[src/rtl/bcd_to_bin_serial_if.sv]
// Request/result bundle for the serial BCD-to-binary converter.
// The master drives the request (start + packed BCD word) and the slave
// returns status strobes and the held binary result.
interface bcd_to_bin_serial_if #(
    parameter int DIGITS = 3,
    parameter int BW     = 10
);
    logic                  start;
    logic [4*DIGITS-1:0]   bcd;
    logic                  busy;
    logic                  done;
    logic                  err;
    logic [BW-1:0]         bin;

    modport master (
        output start, bcd,
        input  busy, done, err, bin
    );

    modport slave (
        input  start, bcd,
        output busy, done, err, bin
    );
endinterface

[src/rtl/bcd_to_bin_serial.sv]
// Sequential BCD-to-binary converter using reverse double-dabble.
// The packed BCD word sits above a BW-bit binary field in one shift register;
// each CONV cycle shifts right by one and pulls every BCD nibble that is >= 8
// back by 3. After BW shifts the binary field holds the value and the BCD
// field has drained to zero. Words containing a nibble > 9 skip conversion
// and report ERR with BIN = 0.
module bcd_to_bin_serial #(
    parameter int DIGITS = 3,
    parameter int BW     = 10
) (
    input  logic               i_clk,
    input  logic               i_rst_n,
    bcd_to_bin_serial_if.slave s_if
);
    localparam int    SR_W  = 4*DIGITS + BW;
    localparam int    CNT_W = $clog2(BW + 1);
    localparam longint MAXV = (64'd10 ** DIGITS) - 64'd1;

    // The largest DIGITS-digit decimal value must fit in BW bits.
    if ((64'd2 ** BW) <= MAXV) begin : g_param_check
        $error("bcd_to_bin_serial: BW too small for DIGITS");
    end

    typedef enum logic [1:0] {
        S_IDLE = 2'd0,
        S_CONV = 2'd1,
        S_FIN  = 2'd2
    } state_t;

    state_t             r_state;
    state_t             w_state_nxt;
    logic [SR_W-1:0]    r_sr;
    logic [SR_W-1:0]    w_sr_shift;
    logic [CNT_W-1:0]   r_cnt;
    logic [BW-1:0]      r_bin;
    logic               r_err;
    logic               w_bcd_bad;
    logic               w_last;
    logic               w_busy;
    logic               w_done;

    // True when any nibble of the word is not a decimal digit.
    function automatic logic f_bcd_invalid(input logic [4*DIGITS-1:0] bcd);
        logic bad;
        bad = 1'b0;
        for (int d = 0; d < DIGITS; d++) begin
            if (bcd[4*d +: 4] > 4'd9) bad = 1'b1;
        end
        return bad;
    endfunction

    // One reverse double-dabble step: shift right, then correct BCD nibbles.
    function automatic logic [SR_W-1:0] f_shift_fix(input logic [SR_W-1:0] sr);
        logic [SR_W-1:0] s;
        s = sr >> 1;
        for (int d = 0; d < DIGITS; d++) begin
            if (s[BW + 4*d +: 4] >= 4'd8) s[BW + 4*d +: 4] = s[BW + 4*d +: 4] - 4'd3;
        end
        return s;
    endfunction

    assign w_bcd_bad  = f_bcd_invalid(s_if.bcd);
    assign w_sr_shift = f_shift_fix(r_sr);
    assign w_last     = (r_cnt == CNT_W'(BW - 1));

    // State register.
    always_ff @(posedge i_clk or negedge i_rst_n) begin
        if (!i_rst_n) r_state <= S_IDLE;
        else          r_state <= w_state_nxt;
    end

    // Next-state logic; START is only looked at in IDLE.
    always_comb begin
        w_state_nxt = r_state;
        case (r_state)
            S_IDLE: if (s_if.start) w_state_nxt = w_bcd_bad ? S_FIN : S_CONV;
            S_CONV: if (w_last)     w_state_nxt = S_FIN;
            S_FIN:                  w_state_nxt = S_IDLE;
            default:                w_state_nxt = S_IDLE;
        endcase
    end

    // Status outputs decoded from the state.
    always_comb begin
        w_busy = 1'b0;
        w_done = 1'b0;
        case (r_state)
            S_CONV:  w_busy = 1'b1;
            S_FIN:   w_done = 1'b1;
            default: ;
        endcase
    end

    // Datapath: load, shift/correct, and capture the result on entry to FIN.
    always_ff @(posedge i_clk or negedge i_rst_n) begin
        if (!i_rst_n) begin
            r_sr  <= '0;
            r_cnt <= '0;
            r_bin <= '0;
            r_err <= 1'b0;
        end else begin
            case (r_state)
                S_IDLE: begin
                    if (s_if.start) begin
                        if (w_bcd_bad) begin
                            r_bin <= '0;
                            r_err <= 1'b1;
                        end else begin
                            r_sr  <= {s_if.bcd, {BW{1'b0}}};
                            r_cnt <= '0;
                        end
                    end
                end
                S_CONV: begin
                    r_sr  <= w_sr_shift;
                    r_cnt <= r_cnt + 1'b1;
                    if (w_last) begin
                        r_bin <= w_sr_shift[BW-1:0];
                        r_err <= 1'b0;
                    end
                end
                default: ;
            endcase
        end
    end

    // A valid word must leave nothing behind in the BCD field after the last shift.
    a_bcd_drained: assert property (@(posedge i_clk) disable iff (!i_rst_n)
        (r_state == S_CONV && w_last) |-> (w_sr_shift[SR_W-1:BW] == '0));

    assign s_if.busy = w_busy;
    assign s_if.done = w_done;
    assign s_if.err  = r_err;
    assign s_if.bin  = r_bin;
endmodule
[src/flat_wrapper.sv]
// flat-port wrapper written by rule: the top's interface ports become plain ports
module bcd_to_bin_serial_flat 
#(
    parameter int DIGITS = 3,
    parameter int BW     = 10
)
  (i_clk, i_rst_n, s_if_start, s_if_bcd, s_if_busy, s_if_done, s_if_err, s_if_bin);
  bcd_to_bin_serial_if #(.DIGITS(DIGITS), .BW(BW)) s_if_i ();
  input  logic i_clk;
  input  logic i_rst_n;
  input wire logic [$bits(s_if_i.start)-1:0] s_if_start;
  input wire logic [$bits(s_if_i.bcd)-1:0] s_if_bcd;
  output wire logic [$bits(s_if_i.busy)-1:0] s_if_busy;
  output wire logic [$bits(s_if_i.done)-1:0] s_if_done;
  output wire logic [$bits(s_if_i.err)-1:0] s_if_err;
  output wire logic [$bits(s_if_i.bin)-1:0] s_if_bin;
  assign s_if_i.start = s_if_start;
  assign s_if_i.bcd = s_if_bcd;
  assign s_if_busy = s_if_i.busy;
  assign s_if_done = s_if_i.done;
  assign s_if_err = s_if_i.err;
  assign s_if_bin = s_if_i.bin;
  bcd_to_bin_serial #(.DIGITS(DIGITS), .BW(BW)) u_core (.i_clk(i_clk), .i_rst_n(i_rst_n), .s_if(s_if_i));
endmodule
[config.mk]
export PLATFORM = sky130hd
export DESIGN_NAME = bcd_to_bin_serial_flat
export DESIGN_NICKNAME = d
export VERILOG_FILES = /design/src/rtl/bcd_to_bin_serial_if.sv /design/src/rtl/bcd_to_bin_serial.sv /design/src/flat_wrapper.sv
export SDC_FILE = /design/constraint.sdc
export NUM_CORES = 1
export LEC_CHECK = 0
export CAP_MARGIN = 20
export CORE_AREA = 4 4 73 75
export CTS_CLUSTER_DIAMETER = 80
export DETAILED_ROUTE_END_ITERATION = 8
export DIE_AREA = 0 0 77 79
export SKIP_LAST_GASP = 1
export SLEW_MARGIN = 20
export SYNTH_ARGS = -nofsm -noshare
export SYNTH_HDL_FRONTEND = slang
export SYNTH_SLANG_ARGS = --single-unit
[constraint.sdc]
create_clock -name i_clk -period 2.5 [get_ports i_clk]
set_clock_uncertainty 0.2 [all_clocks]
set_input_delay 0.25 -clock i_clk [delete_from_list [all_inputs] [get_ports i_clk]]
set_output_delay 0.25 -clock i_clk [all_outputs]
set_load 0.02 [all_outputs]
==> results.md <==
- Outcome: finished, final reports clean
- Post-detail-place hpwl: 2800 µm
- Peak VDD IR: 407 µV
- Post-synthesis mux area share: 5.58%
- Global route overflow: 0
- Clock Path Buffers: 2
- First-pass GRT wire length: 6490 µm
- Cells after Synth: 166
- CTS tree: yes
- Worst EP required: 2050 ps
- Crit path depth: 3
- Synth top cells by count: dfrtp_1, nand2_1, o21ai_0
- Hold Slack: 270 ps
- CTS sink count: 38
- Number of remaining DRC errors: 0
- Worst setup SP type: register
- Leak: 1.13 nW
- Slew @ Worst Pin: 845 ps
- Buf+Inv Stages, Crit Path: 2
- Hold Crit Depth: 1
- Netlist cell types: 35
- DR iter-0 viols: 64
- Worst reg2reg path depth: 6
- CP delay by family, top: buffers and inverters
- Area growth syn-to-layout: 27.1%
- Clock transition at the registers of the reported paths: 80 ps
- Layout cells sized above 1: 14.6%
- Setup TNS: 0 ps
- Fin util: 50.1%
- Final Setup Violations: 0
- Post-Synth Simple-Gate Area: 14.1%
- PD cells: 1080 mW/mm²
- Hold Fails Final Rpt: 0
- Yosys warning count: 0
- Most common cell in the netlist: dfrtp_1
- Setup repair after global routing missed its margin: no
- Main combinational cell family by area after synthesis: compound AO/OA/AOI/OAI gates
- Post-Syn Nets: 187
- Placer Congestion: 0.817
- Avg WL per Cell: 14.8 µm
- Crit-path slowest cell: clkdlybuf4s50_1
- CTS Root Cell: clkbuf_8
- Post-synthesis adder-cell area fraction: 4.08%
- Max-slew headroom: 43.6%
- Post-synthesis compound-gate area fraction: 18.3%
- Fin. max-slew vios: 0
- Initial antenna violation count: 0
- Layout Nets: 226
- Async S/R FF share, synth: 100%
- Ant. Diodes: 0
- Synth area leaders: dfrtp_1, ha_1, a21o_1
- R2R Path End: u_core.r_sr[1]
- Post-synthesis xor/xnor area fraction: 1.90%
- Top-area cell type share of the netlist area: 51.7%
- Die Y-Extent: 79 µm
- DIE WIDTH: 77 µm
- WP data arrival: 1790 ps
- Antenna viol nets, final: 0
- CP startpoint: u_core.r_state[0]
- Setup Crit Path Kind: register to output port
- Crit. End Element: output port
- Minimum clock period: 2240 ps
- DRT Wirelength: 3840 µm
- Sequential fraction of the synthesis area: 51.7%
- Main flop type after synthesis: dfrtp_1
- Maxcap violations: 0
- Reg area: 951 µm²
- Core Area: 0.00466 mm²
- Crit-path max FO: 10
- Tot GR Track Use: 13.6%
- Largest net degree at the start of global routing: 39
- Num CTS Buffers: 5
- Multi-input logic area: 810 µm²
- Max Fclk: 0.446 GHz
- Crit-path cells: nand2b_2 > clkinv_2 > clkdlybuf4s50_1
- CP Capture Point: s_if_busy
- IO buf count: 27
- EDFF count, synth: 0
- Vias per cell: 5.25
- Die area: 0.00608 mm²
- Pwr Total: 2.51 mW
- Average size of a mapped cell: 11.1 µm²
- Slowest stage delay, CP: 620 ps
- Reg-to-Reg Start: u_core.r_state[0]
- Post-synth top area cell: dfrtp_1
- Row count: 25
- CTS HTree Levels: 2
- I/O pin total: 28
- Vias in the first global route: 1337
- Total number of vias: 1359
- Starting Density: 39.5%
- Number of synthesized register bits: 38
- R2R Setup Slk: 490 ps
- Post-CTS setup buffer count: 0
- Synth Cell Area: 0.00184 mm²
- Drt first pass iters: 4
- Fill count: 416
- Worst-skew pair later-pin latency: 280 ps
- Hold Path Class: register to register
- Part of the cycle the worst path needs: 89.6%
==> final cells by class <==
type | count | share of cell area [%]
repair buffers | 39 | 15.3
clock buffers | 6 | 3.53
clock inverters | 1 | 1.28
well taps | 54 | 2.89
inverters | 10 | 1.66
flip-flops and latches | 38 | 40.7
multi-input cells | 111 | 34.6
==> layout by cell type (no fill, tap or decap), drive strengths merged, types with 6 or more instances in the layout <==
cell type      count
nor2               8
a21oi              6
clkdlybuf4s50     26
nand2             14
a22o               6
buf               12
clkbuf             6
ha                 6
a21o               9
inv                9
o21ai             15
dfrtp             38
==> worst min path at each step <==
stage,startpoint,to,slack [ps]
after CTS,u_core.r_sr[4],u_core.r_sr[4],270
final,u_core.r_sr[4],u_core.r_sr[4],270
after global placement,i_rst_n,u_core.r_sr[11],200
after detailed placement,i_rst_n,u_core.r_sr[12],220
after global routing,u_core.r_sr[7],u_core.r_sr[7],310
after floorplan,i_rst_n,u_core.r_cnt[0],-250
==> logic make-up (layout without fill, tap and decap cells) <==
group	Yosys count	in the layout
buffers and inverters	17	56
and+or+nand+nor	45	45
muxes	9	9
DFF	38	38
xor gates and xnor gates	4	4
adders and majority gates	6	6
AOI/OAI and AO/OA	47	47
==> what timing repair did <==
item | 4_1_cts | 5_1_grt
endpoints found under the hold margin | 38 | 0
hold buffers | 1 | 0
resized for setup | 0 | 0
==> worst register-to-register path: cells and delay by family, from the launching register on <==
family / cells / cell delay [ps]
buffers and inverters: 3 / 540
flip-flops: 1 / 520
AO/OA/AOI/OAI: 2 / 470
AND/OR/NAND/NOR: 1 / 220
==> metal layers <==
layer / track usage [%] / vias up / wire, µm
li1: - / 669 / -
met1: 18.5 / 662 / 1850
met2: 21.3 / 23 / 1800
met3: 4.08 / 5 / 157
met4: 3.56 / 0 / 39
met5: 0 / - / 0
==> report_power, final <==
| part | internal, mW | switching [mW] |
|---|---|---|
| registers | 0.823 | 0.192 |
| clock network | 0.319 | 0.209 |
| logic | 0.471 | 0.499 |
==> metrics by stage <==
step | cells | worst slack (ps) | instance area, µm²
floorplan | 166 | 734 | 1840
global placement | 251 | 230 | 2210
detailed placement | 251 | 110 | 2210
CTS | 259 | 272 | 2340
global route | 259 | 176 | 2340
finish | 259 | 259 | 2340
==> sequential cells by signal (all words and copies together) (netlist names) <==
signal and count:
u_core.r_cnt 4, u_core.r_sr 21, u_core.r_state 2, u_core.s_if.bin 10, u_core.s_if.err 1
Note: power is estimated with default switching activity, not from simulation.
